$ cat src/rtl/bram_pkg.sv
// bram_pkg
// Shared types and constants for the block-RAM port-A stream writer.
//   wr_state_t   : write sequencer state (IDLE -> WRITE -> DONE -> IDLE)
//   DEF_*        : default parameter values used by the writer and its bench
//   WE_ALL       : all-ones byte enable for the default data width
package bram_pkg;

    typedef enum logic [1:0] {
        IDLE  = 2'd0,
        WRITE = 2'd1,
        DONE  = 2'd2
    } wr_state_t;

    localparam int DEF_ADDR_W    = 32;
    localparam int DEF_DATA_W    = 32;
    localparam int DEF_DEPTH     = 1024;
    localparam int DEF_ADDR_STEP = 1;
    localparam int LEN_W         = 16;

    localparam logic [DEF_DATA_W/8-1:0] WE_ALL = '1;

endpackage

$ cat src/rtl/bram_stream_writer_if.sv
// bram_stream_writer_if
// Groups the incoming word stream and the RAM port-A write bus.
//   s_data/s_valid/s_last : stream from the producer
//   s_ready               : stream back-pressure from the writer
//   addra/dina/ena/wea    : RAM port-A write bus driven by the writer
// Handshake: a word transfers on a rising clka edge where s_valid and s_ready
// are both high; s_valid/s_data/s_last must stay stable until that edge, and
// s_ready never depends combinationally on s_valid.
// Modports: master = the writer (consumes stream, drives RAM port A);
//           slave  = the environment (produces stream, observes RAM port A).
interface bram_stream_writer_if #(
    parameter int ADDR_W = 32,
    parameter int DATA_W = 32
);
    logic [DATA_W-1:0]   s_data;
    logic                s_valid;
    logic                s_last;
    logic                s_ready;
    logic [ADDR_W-1:0]   addra;
    logic [DATA_W-1:0]   dina;
    logic                ena;
    logic [DATA_W/8-1:0] wea;

    modport master (
        input  s_data, s_valid, s_last,
        output s_ready, addra, dina, ena, wea
    );

    modport slave (
        output s_data, s_valid, s_last,
        input  s_ready, addra, dina, ena, wea
    );
endinterface

$ cat src/rtl/bram_addr_gen.sv
// bram_addr_gen
// Loadable word pointer that walks RAM locations modulo DEPTH and scales the
// pointer into a RAM address.
//   clka, rsta : clock, synchronous active-high reset (pointer -> 0)
//   load       : load pointer from load_val (truncated to log2(DEPTH) bits)
//   load_val   : starting word index
//   inc        : advance pointer by one word, DEPTH-1 wraps to 0
//   addr       : pointer * ADDR_STEP, zero-extended to ADDR_W (combinational)
module bram_addr_gen #(
    parameter int ADDR_W    = 32,
    parameter int DEPTH     = 1024,
    parameter int ADDR_STEP = 1
) (
    input  logic              clka,
    input  logic              rsta,
    input  logic              load,
    input  logic [ADDR_W-1:0] load_val,
    input  logic              inc,
    output logic [ADDR_W-1:0] addr
);
    localparam int PTR_W = $clog2(DEPTH);

    logic [PTR_W-1:0] ptr_q;
    logic [PTR_W-1:0] ptr_d;

    // Upper base-address bits are deliberately discarded.
    if (ADDR_W > PTR_W) begin : g_trunc
        logic unused_load_hi;
        assign unused_load_hi = ^load_val[ADDR_W-1:PTR_W];
    end

    always_comb begin
        ptr_d = ptr_q;
        if (load) begin
            ptr_d = load_val[PTR_W-1:0];
        end else if (inc) begin
            // DEPTH is a power of two, so natural overflow gives the modulo wrap.
            ptr_d = ptr_q + PTR_W'(1);
        end
    end

    always_ff @(posedge clka) begin
        if (rsta) begin
            ptr_q <= '0;
        end else begin
            ptr_q <= ptr_d;
        end
    end

    assign addr = ADDR_W'(ptr_q) * ADDR_W'(ADDR_STEP);

endmodule

$ cat src/rtl/bram_stream_writer.sv
// bram_stream_writer
// Port-A write sequencer for a dual-port block RAM. A start command latches a
// base word index and a word count; stream words are then written to
// consecutive RAM locations, one per accepted handshake.
//   clka, rsta       : clock, synchronous active-high reset
//   start            : one-cycle command, honoured only in IDLE
//   base_addr        : first word index, sampled with start
//   length           : words to write, sampled with start
//   bus (master)     : stream in (s_*), RAM port A out (addra/dina/ena/wea)
//   busy             : high while a command is in WRITE or DONE
//   done             : one-cycle pulse, same cycle as the final write enable
//   words_written    : words committed by the current or last command
//   err_short        : sticky, s_last arrived before length words
//   state_dbg        : current FSM state
module bram_stream_writer
    import bram_pkg::*;
#(
    parameter int ADDR_W    = DEF_ADDR_W,
    parameter int DATA_W    = DEF_DATA_W,
    parameter int DEPTH     = DEF_DEPTH,
    parameter int ADDR_STEP = DEF_ADDR_STEP
) (
    input  logic              clka,
    input  logic              rsta,
    input  logic              start,
    input  logic [ADDR_W-1:0] base_addr,
    input  logic [LEN_W-1:0]  length,
    bram_stream_writer_if.master bus,
    output logic              busy,
    output logic              done,
    output logic [LEN_W-1:0]  words_written,
    output logic              err_short,
    output wr_state_t         state_dbg
);
    localparam int WE_W = DATA_W / 8;

    wr_state_t         state_q, state_d;
    logic [LEN_W-1:0]  len_q, len_d;
    logic [LEN_W-1:0]  ww_q, ww_d;
    logic              err_q, err_d;
    logic [ADDR_W-1:0] addra_q, addra_d;
    logic [DATA_W-1:0] dina_q, dina_d;
    logic              ena_q, ena_d;
    logic [WE_W-1:0]   wea_q, wea_d;
    logic              done_q, done_d;
    logic              busy_q, busy_d;

    logic              ptr_load;
    logic              ptr_inc;
    logic [ADDR_W-1:0] ptr_addr;
    logic              s_ready;
    logic              hs;
    logic              final_word;

    bram_addr_gen #(
        .ADDR_W    (ADDR_W),
        .DEPTH     (DEPTH),
        .ADDR_STEP (ADDR_STEP)
    ) u_addr_gen (
        .clka     (clka),
        .rsta     (rsta),
        .load     (ptr_load),
        .load_val (base_addr),
        .inc      (ptr_inc),
        .addr     (ptr_addr)
    );

    // Ready depends on the state register alone, never on s_valid.
    assign s_ready    = (state_q == WRITE);
    assign hs         = bus.s_valid & s_ready;
    // len_q is non-zero whenever WRITE is entered, so len_q-1 cannot underflow here.
    assign final_word = (ww_q == len_q - LEN_W'(1));

    always_comb begin
        state_d  = state_q;
        len_d    = len_q;
        ww_d     = ww_q;
        err_d    = err_q;
        addra_d  = addra_q;
        dina_d   = dina_q;
        ena_d    = 1'b0;
        wea_d    = '0;
        ptr_load = 1'b0;
        ptr_inc  = 1'b0;

        case (state_q)
            IDLE: begin
                if (start) begin
                    len_d    = length;
                    ww_d     = '0;
                    err_d    = 1'b0;
                    ptr_load = 1'b1;
                    state_d  = (length == '0) ? DONE : WRITE;
                end
            end
            WRITE: begin
                if (hs) begin
                    dina_d  = bus.s_data;
                    addra_d = ptr_addr;
                    ena_d   = 1'b1;
                    wea_d   = '1;
                    ptr_inc = 1'b1;
                    ww_d    = ww_q + LEN_W'(1);
                    if (final_word || bus.s_last) begin
                        state_d = DONE;
                        // An s_last that lands exactly on the final word is not short.
                        if (bus.s_last && !final_word) begin
                            err_d = 1'b1;
                        end
                    end
                end
            end
            DONE: begin
                state_d = IDLE;
            end
            default: begin
                state_d = IDLE;
            end
        endcase

        // done/busy are registered copies of the next state, so they line up
        // with the state register and with the final write's ena.
        done_d = (state_d == DONE);
        busy_d = (state_d != IDLE);
    end

    always_ff @(posedge clka) begin
        if (rsta) begin
            state_q <= IDLE;
            len_q   <= '0;
            ww_q    <= '0;
            err_q   <= 1'b0;
            addra_q <= '0;
            dina_q  <= '0;
            ena_q   <= 1'b0;
            wea_q   <= '0;
            done_q  <= 1'b0;
            busy_q  <= 1'b0;
        end else begin
            state_q <= state_d;
            len_q   <= len_d;
            ww_q    <= ww_d;
            err_q   <= err_d;
            addra_q <= addra_d;
            dina_q  <= dina_d;
            ena_q   <= ena_d;
            wea_q   <= wea_d;
            done_q  <= done_d;
            busy_q  <= busy_d;
        end
    end

    assign bus.s_ready    = s_ready;
    assign bus.addra      = addra_q;
    assign bus.dina       = dina_q;
    assign bus.ena        = ena_q;
    assign bus.wea        = wea_q;
    assign busy           = busy_q;
    assign done           = done_q;
    assign words_written  = ww_q;
    assign err_short      = err_q;
    assign state_dbg      = state_q;

endmodule

$ cat src/flat_wrapper.sv
// flat-port wrapper written by rule: the top's interface ports become plain ports
module bram_stream_writer_flat import bram_pkg::*;
#(
    parameter int ADDR_W    = DEF_ADDR_W,
    parameter int DATA_W    = DEF_DATA_W,
    parameter int DEPTH     = DEF_DEPTH,
    parameter int ADDR_STEP = DEF_ADDR_STEP
)
  (clka, rsta, start, base_addr, length, busy, done, words_written, err_short, state_dbg, bus_s_data, bus_s_valid, bus_s_last, bus_s_ready, bus_addra, bus_dina, bus_ena, bus_wea);
  bram_stream_writer_if #(.ADDR_W(ADDR_W), .DATA_W(DATA_W)) bus_i ();
  input  logic clka;
  input  logic rsta;
  input  logic start;
  input  logic [ADDR_W-1:0] base_addr;
  input  logic [LEN_W-1:0] length;
  output logic busy;
  output logic done;
  output logic [LEN_W-1:0] words_written;
  output logic err_short;
  output wr_state_t state_dbg;
  input wire logic [$bits(bus_i.s_data)-1:0] bus_s_data;
  input wire logic [$bits(bus_i.s_valid)-1:0] bus_s_valid;
  input wire logic [$bits(bus_i.s_last)-1:0] bus_s_last;
  output wire logic [$bits(bus_i.s_ready)-1:0] bus_s_ready;
  output wire logic [$bits(bus_i.addra)-1:0] bus_addra;
  output wire logic [$bits(bus_i.dina)-1:0] bus_dina;
  output wire logic [$bits(bus_i.ena)-1:0] bus_ena;
  output wire logic [$bits(bus_i.wea)-1:0] bus_wea;
  assign bus_i.s_data = bus_s_data;
  assign bus_i.s_valid = bus_s_valid;
  assign bus_i.s_last = bus_s_last;
  assign bus_s_ready = bus_i.s_ready;
  assign bus_addra = bus_i.addra;
  assign bus_dina = bus_i.dina;
  assign bus_ena = bus_i.ena;
  assign bus_wea = bus_i.wea;
  bram_stream_writer #(.ADDR_W(ADDR_W), .DATA_W(DATA_W), .DEPTH(DEPTH), .ADDR_STEP(ADDR_STEP)) u_core (.clka(clka), .rsta(rsta), .start(start), .base_addr(base_addr), .length(length), .bus(bus_i), .busy(busy), .done(done), .words_written(words_written), .err_short(err_short), .state_dbg(state_dbg));
endmodule
$ cat config.mk
export PLATFORM = sky130hd
export DESIGN_NAME = bram_stream_writer_flat
export DESIGN_NICKNAME = d
export VERILOG_FILES = /design/src/rtl/bram_pkg.sv /design/src/rtl/bram_stream_writer_if.sv /design/src/rtl/bram_addr_gen.sv /design/src/rtl/bram_stream_writer.sv /design/src/flat_wrapper.sv
export SDC_FILE = /design/constraint.sdc
export NUM_CORES = 1
export LEC_CHECK = 0
export ABC_AREA = 1
export CORE_UTILIZATION = 40
export DETAILED_ROUTE_END_ITERATION = 8
export GPL_TIMING_DRIVEN = 0
export PLACE_DENSITY = 0.75
export RECOVER_POWER = 25
export SYNTH_ARGS = -nofsm -noshare
export SYNTH_HDL_FRONTEND = slang
export SYNTH_SLANG_ARGS = --single-unit
$ cat constraint.sdc
create_clock -name clka -period 1.99 [get_ports clka]
set_input_delay 0.4975 -clock clka [delete_from_list [all_inputs] [get_ports clka]]
set_output_delay 0.4975 -clock clka [all_outputs]
set_load 0.01 [all_outputs]
* Yosys cells after proc, flatten, opt, wreduce, memory -nomap -nowiden
Index checks and enable logic that the tools add are counted.
** Word-level totals
- Bits in registers :: 94
- Latch bits :: 0
- Memory bits (writable) :: 0
- Memory bits (read-only) :: 0
- Input bits :: 85
- Output and inout port bits :: 91
- Logic and storage cells :: 56
- Memories kept :: 0
** Cells by class
- Add/sub/neg operators :: 3
- $mul :: 0
- Div/mod/pow operators :: 0
- Magnitude comparators :: 0
- Eq/ne operators :: 7
- Shifts and indexed selects :: 0
- Multiplexer cells :: 20
- Bitwise gates (word level) :: 2
- Reduce and logical (&&, ||, !) cells :: 13
** Operator list (number)
- $mux 16 :: 2
- $pmux 16 s2 :: 1
- $mux 10 :: 2
- $add 16x1->16 const B :: 1
- $eq 16x16->1 :: 1
- $logic_not 16->1 :: 1
- $sub 16x1->16 const B :: 1
- $add 10x1->10 const B :: 1
- $mux 1 :: 8
- $mux 2 :: 4
- $ne 2x2->1 const B :: 4
- $reduce_bool 2->1 :: 3
- $reduce_and 5->1 :: 1
- $mux 4 :: 1
- $pmux 2 s2 :: 1
- $reduce_and 2->1 :: 2
- $reduce_and 3->1 :: 1
- $eq 2x1->1 const B :: 1
- $eq 2x2->1 const B :: 1
- $logic_not 2->1 :: 1
- $pmux 1 s2 :: 1
- $reduce_or 2->1 :: 1
- $and 1x1->1 :: 1
- $logic_and 1x1->1 :: 1
- 3 further kinds :: 3

* Depth between registers and ports, before layout
Gate-level depths: netlist (run 1).
- Word-level depth :: 8
- Depth in mapped cells :: 17
- Depth with buffers taken out :: 17

* By module
Synthesis (run 1) repeated with hierarchy kept, for this count alone.
** Second synthesis, totals
- Cells, all modules :: 707
- Area total of the unflattened synthesis :: 5134.9 um^2
** By module, submodules not included
- bram_stream_writer :: instances 1, cells an instance 599, area an instance 4365.4 um^2, sequential area each 2062.0 um^2
- bram_addr_gen :: instances 1, cells an instance 108, area an instance 769.5 um^2, sequential area each 200.2 um^2

* Least setup slack after synthesis (run 1)
OpenSTA, ideal clock, no wires.
- Path kind :: reg-to-reg
- Start :: register u_core.len_q[0]
- End :: register u_core.busy_q (netlist: u_core.busy)
- Library setup time :: 0.113 ns
- Data arrival time :: 1.564 ns
- Setup slack :: 0.313 ns
- Stages on the path, launching flop included :: 16
- Buffers on the path :: 0
- Period minus slack after synthesis :: 1.677 ns
- Cell sequence :: dfxtp_1 inv_2 ha_1 nand2_2 nor2_4 nand2_1 nand2_1 nand2_1 nor2_1 nand2_1 nor2_2 nand2_2 nand3_1 nand3_1 nand2_1 nand2_1
** On the way
- Cells in the longest elaborated chain, start to end :: 7
** RTL lines
- start, declared :: line bram_stream_writer.sv:38 : logic [LEN_W-1:0] len_q, len_d;
- start signal, assigned :: line bram_stream_writer.sv:141 : len_q <= len_d;
- $sub 16x1->16 :: line bram_stream_writer.sv:72 : assign final_word = (ww_q == len_q - LEN_W'(1));
- $eq 16x16->1 :: line bram_stream_writer.sv:72
- $logic_or 1x1->1 :: line bram_stream_writer.sv:104 : if (final_word || bus.s_last) begin
- $mux 2 :: line bram_stream_writer.sv:104
- $mux 2 :: line bram_stream_writer.sv:97 : if (hs) begin
- $pmux 2 s2 :: line bram_stream_writer.sv:86 : case (state_q)
- $reduce_bool 2->1 :: line bram_stream_writer.sv:124 : busy_d = (state_d != IDLE);
- end signal, assigned :: line bram_stream_writer.sv:149 : busy_q <= busy_d;
- end, declared :: line bram_stream_writer.sv:46 : logic busy_q, busy_d;
No other way between the ends.
A chain may end at the register's enable or synchronous reset.

* Worst setup path after layout (run 1)
- Start :: register u_core.ww_q[5] (netlist: u_core.words_written[5])
- End :: output port words_written[5]
** RTL lines
- start, declared :: line bram_stream_writer.sv:39 : logic [LEN_W-1:0] ww_q, ww_d;
- start signal, assigned :: line bram_stream_writer.sv:142 : ww_q <= ww_d;
- end, declared :: line flat_wrapper.sv:18 : output logic [LEN_W-1:0] words_written;
No word-level cell between the ends.

==> results.toml, run 1 <==
[synth]
yosys.area.top_type = "dfxtp_1"
ys_types = 36
netlist_instances = 625
synth_area_um2 = 4430
synthTopCellsByArea = "dfxtp_1 41%, nand2_1 14%, a21oi_1 8.1%"
yosysTopAreaCellShare_pct = 41.2
postSynthAreaPerCell_um2 = 7.08
ys_async_sr_fraction_pct = 0
yosysSeqAreaShare_pct = 41.2
yosys_warnings = 0
synth-edff-count = 0
synth_seq_cells = 91
synthFlopType = "dfxtp_1"

[die]
die_y_um = 107
io_pins = 176
die_w_um = 107
rows = 38
core_region_area_um2 = 10800
dieArea_um2 = 11500
initial_core_util_pct = 41.0

[sta]
hold_ws_ns = 0.464
worst_pin_slew_ns = 0.568
setup_ws_ns = 0.0577
fmax_ghz = 0.518
rsz0062_at_grt = "no"
setup_viol = 0
clock_skew_ns = 0.0183
final_hold_viol_count = 0
finalCritPeriodShare_pct = 97.1
min_period_ns = 1.93
finalSetupTns_ns = 0
drv_slew = 0
relSlewSlack_pct = 62.2

[flow_run]
max_cap_violations = 0

[worst_hold_path]
hp-class = "flop to flop"

[route]
drt_iter0_drc = 264
wl_mm = 12.9
antenna_left = 0
vias_per_cell = 4.88
post-route-drc-count = 0
first_pass_iters = 5
routedWlPerCell_um = 13.8
vias = 4554

[worst_setup_path]
worstSetupPathType = "flop to output pin"
crit_end = "words_written[5]"
r2r_start = "u_core.state_dbg[0]$_SDFF_PP0_"
critPathBufInv = 1
critPathLaunch = "u_core.words_written[5]$_SDFFE_PP0P_"
crit_required_ns = 1.49
r2r_end = "u_core.words_written[12]$_SDFFE_PP0P_"
critPathSlowestCell = "clkdlybuf4s50_1"
timing.critical_path.slowest_cell_delay_ns = 0.60
r2r_cells = 11
crit_family = "buffers and inverters"
path_cells = "clkdlybuf4s50_1"
crit_cells = 1
critPathLaunchType = "flop"
critPathMaxFanout = 6
rrSetupSlack_ns = 0.15
crit_arrival_ns = 1.43
critPathCaptureType = "output pin"

[pwr]
leakage_uw = 0.00255
ir_worst_vdd_v = 0.000417
p_per_area_nw_per_um2 = 686

[cts]
clk_path_buf_depth = 2
cts.clk_slew.worst_paths_ns = 0.10
clk_latency_ns = 0.36
clockRootBuffer = "clkbuf_8"
cts_tree = "built"
clock_sinks = 91
numCtsBuffers = 9
h-tree-depth = 3

[place]
dp_hpwl_mm = 10.1
placedCellCount = 916
pre_cts_slack_ns = -0.285
gp_congestion = 0.835
portBuffers = 130

[grt]
grt_pass1_wl_mm = 20.7
grt_overflow = 0
grt.total_usage_pct = 22.9
antenna_found_initial = 0
grt_pass1_vias = 4461
grt_max_degree = 18

[cells_and_area]
final_nets = 876
syn2layout_area_growth_pct = 41.4
fin_util_pct = 58.0
fillers = 996
layout.cells.non_filler = 933
antennaDiodeCount = 0
drive_above_1_share_pct = 11.3

[run_status]
outcome = "finished, final reports clean"
flip-flops by register name, indices dropped and copies added (netlist names):
name                     cells
u_core.words_written        16
u_core.busy                  1
u_core.bus.ena               1
u_core.u_addr_gen.ptr_q     10
u_core.bus.addra            10
u_core.state_dbg             2
u_core.bus.dina             32
u_core.bus.wea               1
u_core.err_short             1
u_core.len_q                16
u_core.done                  1
what timing repair did:
item | in CTS | in global routing
pin swaps | 1 | 1
setup buffers | 1 | 0
hold buffers | 0 | 0
gates resized for setup | 0 | 19
endpoints found under the setup margin | 1 | 15
power breakdown:
group | switching (µW) | internal, µW | leakage, µW
logic | 519 | 423 | 0.00169
clock network | 714 | 642 | 0.000107
registers | 78.2 | 1920 | 0.000745
total | 1310 | 2980 | 0.00255
layout by cell type (no fill, tap or decap), types with 2 or more instances in the layout:
cell type | synthesis | routed
a211oi_1 | 2 | 2
a21oi_1 | 72 | 72
a32o_1 | 4 | 4
buf_4 | 25 | 26
clkbuf_1 | 22 | 21
clkbuf_8 | 0 | 10
clkdlybuf4s50_1 | 0 | 116
conb_1 | 1 | 22
dfxtp_1 | 91 | 85
dfxtp_2 | 0 | 6
dlygate4sd3_1 | 0 | 13
ha_1 | 3 | 2
inv_1 | 52 | 52
inv_2 | 4 | 3
inv_6 | 0 | 2
inv_8 | 0 | 2
nand2_1 | 167 | 167
nand2_2 | 6 | 5
nand2_4 | 3 | 4
nand3_1 | 17 | 16
nand3b_1 | 3 | 3
nand4_1 | 6 | 6
nor2_1 | 45 | 43
nor2_2 | 10 | 11
nor2_4 | 5 | 6
nor3_1 | 7 | 7
nor3_2 | 3 | 3
nor4_1 | 6 | 5
o21ai_0 | 45 | 45
xnor2_1 | 5 | 5
xor2_1 | 10 | 10
kinds of logic after synthesis:
family                     share of synthesized area (%)
other                                             0.0847
DFF                                                 41.2
buffers and inverters                               11.1
adders and majority gates                          0.848
AOI/OAI and AO/OA                                   15.6
and+or+nand+nor                                     28.3
xor gates and xnor gates                            2.97
cells in the mapped netlist, drive strengths merged (2+ instances only):
cell type,number
a211oi,2
a21oi,73
a32o,4
buf,26
clkbuf,22
dfxtp,91
ha,3
inv,56
nand2,176
nand3,17
nand3b,3
nand4,6
nor2,60
nor3,10
nor4,6
o21ai,46
xnor2,5
xor2,10
routing by layer:
| metal | global-route usage (%) | up-vias | share of wire, % |
|---|---|---|---|
| met2 | 39.9 | 175 | 48 |
| met4 | 9.78 | 0 | 3.0 |
| met5 | 0 | - | 0 |
| met1 | 25.5 | 2050 | 40 |
| li1 | - | 2301 | - |
| met3 | 7.54 | 28 | 9.6 |
layout make-up:
type                       instances  area, µm²  area share [%]
sequential                        91       1830            29.2
buffer                            48        277            4.42
tap                              140        175            2.80
multi-input combinational        450       2240            35.8
clock buffer                      10        138            2.20
timing repair buffer             131       1310            20.9
clock inverter                     6       77.6            1.24
inverter                          57        216            3.46
stage by stage:
step           power, µW  cell area, µm²
2_1_floorplan       2580            4510
3_3_place_gp        2930            5980
3_5_place_dp        2960            5980
4_1_cts             4300            6200
5_1_grt             4500            6260
6_report            4290            6260
worst min-delay path by stage:
| stage | from | endpoint | slack (ns) | depth (start not counted) |
|---|---|---|---|---|
| 2_1_floorplan | u_core.u_addr_gen.ptr_q[9]$_SDFFE_PP0P_ | u_core.u_addr_gen.ptr_q[9]$_SDFFE_PP0P_ | 0.45 | 2 |
| 3_3_place_gp | u_core.bus.dina[28]$_SDFFE_PP0P_ | u_core.bus.dina[28]$_SDFFE_PP0P_ | 0.45 | 2 |
| 3_5_place_dp | u_core.bus.dina[7]$_SDFFE_PP0P_ | u_core.bus.dina[7]$_SDFFE_PP0P_ | 0.46 | 2 |
| 4_1_cts | u_core.bus.dina[17]$_SDFFE_PP0P_ | u_core.bus.dina[17]$_SDFFE_PP0P_ | 0.47 | 2 |
| 5_1_grt | u_core.bus.dina[28]$_SDFFE_PP0P_ | u_core.bus.dina[28]$_SDFFE_PP0P_ | 0.49 | 2 |
| 6_report | u_core.err_short$_SDFFE_PP0P_ | u_core.err_short$_SDFFE_PP0P_ | 0.46 | 2 |
Power figures use the tool's default switching activity.
==> inputs of run 2 (changes only) <==
- CAP_MARGIN: unset -> 10
==> results of run 2 <==
No change in the layout: final DEF, timing and power equal those of run 1.
==> inputs of run 3 (changes only) <==
- CAP_MARGIN: 10 -> unset
- CORE_UTILIZATION: 40 -> 44
- PLACE_DENSITY: 0.75 -> 0.81
- SETUP_SLACK_MARGIN: unset -> 0.02
==> results.toml, run 3 (synthesis results as in run 1) <==
[worst_setup_path]
crit_family = "buffers and inverters"
critPathSlowestCell = "clkdlybuf4s50_1"
crit_required_ns = 1.49
timing.critical_path.slowest_cell_delay_ns = 0.60
critPathLaunchType = "flop"
crit_arrival_ns = 1.46
critPathMaxFanout = 6
critPathBufInv = 1
critPathCaptureType = "output pin"
path_cells = "clkdlybuf4s50_1"
worstSetupPathType = "flop to output pin"

[sta]
fmax_ghz = 0.510
rsz0062_at_grt = "yes"
setup_viol = 0
hold_ws_ns = 0.467
finalSetupTns_ns = 0
worst_pin_slew_ns = 0.566
relSlewSlack_pct = 61.9
min_period_ns = 1.96
clock_skew_ns = 0.00860
final_hold_viol_count = 0
finalCritPeriodShare_pct = 98.6
drv_slew = 0

[cells_and_area]
drive_above_1_share_pct = 11.7
final_common_cell = "nand2_1"
largest_reg_flops = 32
fillers = 870
syn2layout_area_growth_pct = 41.9
antennaDiodeCount = 0
final_cell_mix = "167 x nand2_1, 129 x clkdlybuf4s50_1, 86 x dfxtp_1"
final_nets = 878

[grt]
grt_overflow = 0
grt.total_usage_pct = 25.5
grt_max_degree = 16
antenna_found_initial = 0
grt_pass1_wl_mm = 20.6
grt_pass1_vias = 4427

[run_status]
outcome = "finished, final reports clean"

[cts]
clockRootBuffer = "clkbuf_8"
cts_tree = "built"
clock_sinks = 91
cts.clk_slew.worst_paths_ns = 0.09
h-tree-depth = 3
clk_path_buf_depth = 2
hold_buffers = 0
clk_latency_ns = 0.37
numCtsBuffers = 9

[route]
drt_iter0_drc = 257
vias_per_cell = 4.97
post-route-drc-count = 0
first_pass_iters = 5
wl_mm = 13.0
antenna_left = 0
vias = 4616
routedWlPerCell_um = 14.0

[die]
io_pins = 176
die_y_um = 102
initial_core_util_pct = 45.3
dieArea_um2 = 10500
rows = 36
core_region_area_um2 = 9770
die_w_um = 102

[worst_hold_path]
hp-class = "flop to flop"

[flow_run]
max_cap_violations = 0

[pwr]
p_per_area_nw_per_um2 = 693
leakage_uw = 0.00255
ir_worst_vdd_v = 0.000399

[place]
dp_hpwl_mm = 9.92
gp_congestion = 0.929
portBuffers = 130
-- run 3: cell types whose count changed in the layout (fill, tap and decap cells not counted), sizes merged, moves of 2 or more --
cell	delta
buf	+3
clkdlybuf4s50	+13
clkinv	+2
dlygate4sd3	-13
inv	-3
-- run 3: worst paths after layout --
| kind | cells after the start | slack [ns] | to | start |
|---|---|---|---|---|
| worst max-delay path | 1 | 0.03 | words_written[5] | u_core.words_written[5]$_SDFFE_PP0P_ |
| worst max register to register | 6 | 0.11 | u_core.words_written[2]$_SDFFE_PP0P_ | u_core.state_dbg[1]$_SDFF_PP0_ |
| worst min-delay path | 2 | 0.47 | u_core.bus.addra[8]$_SDFFE_PP0P_ | u_core.bus.addra[8]$_SDFFE_PP0P_ |
| worst min register to register | 2 | 0.47 | u_core.bus.addra[8]$_SDFFE_PP0P_ | u_core.bus.addra[8]$_SDFFE_PP0P_ |
-- run 3: repair_timing --
| item | in CTS | in global routing |
|---|---|---|
| hold endpoints to repair | 0 | 0 |
| cloned | 0 | 0 |
| gates resized for setup | 2 | 21 |
| pin swaps | 2 | 1 |
| endpoints found under the setup margin | 6 | 22 |
| buffers inserted | 3 | 0 |
-- run 3: cell type report --
cell class                 count  area (µm²)  share of cell area, %
sequential                    91        1830                   29.1
buffer                        48         278                   4.42
inverter                      57         214                   3.41
clock inverter                 4        56.3                  0.897
timing repair buffer         133        1330                   21.1
multi-input combinational    450        2250                   35.8
tap                          133         166                   2.65
clock buffer                  12         165                   2.63
-- run 3: stage by stage --
step                      util [%]  setup slack [ns]  power, µW  std cells  area, µm²
final                         64.2            0.0286       4350        928       6280
after floorplan                  -             0.313       2580        646       4510
after CTS                     63.7            0.0317       4330        928       6220
after global routing          64.2           -0.0254       4550        928       6280
after global placement        61.1            -0.260       2930        909       5970
after detailed placement      61.1            -0.275       2960        909       5970
-- run 3: power breakdown --
part           internal, µW  switching (µW)  total (µW)
registers              1920            80.9        2000
logic                   436             526         962
clock network           693             698        1390
-- run 3: metal layers --
layer | share of wire [%] | vias to the layer above | global-route usage (%) | wire length, µm
li1 | - | 2303 | - | -
met1 | 40 | 2076 | 28.6 | 5240
met2 | 48 | 203 | 44.8 | 6280
met3 | 8.8 | 34 | 6.63 | 1150
met4 | 2.8 | 0 | 12.4 | 364
met5 | 0 | - | 0 | 0
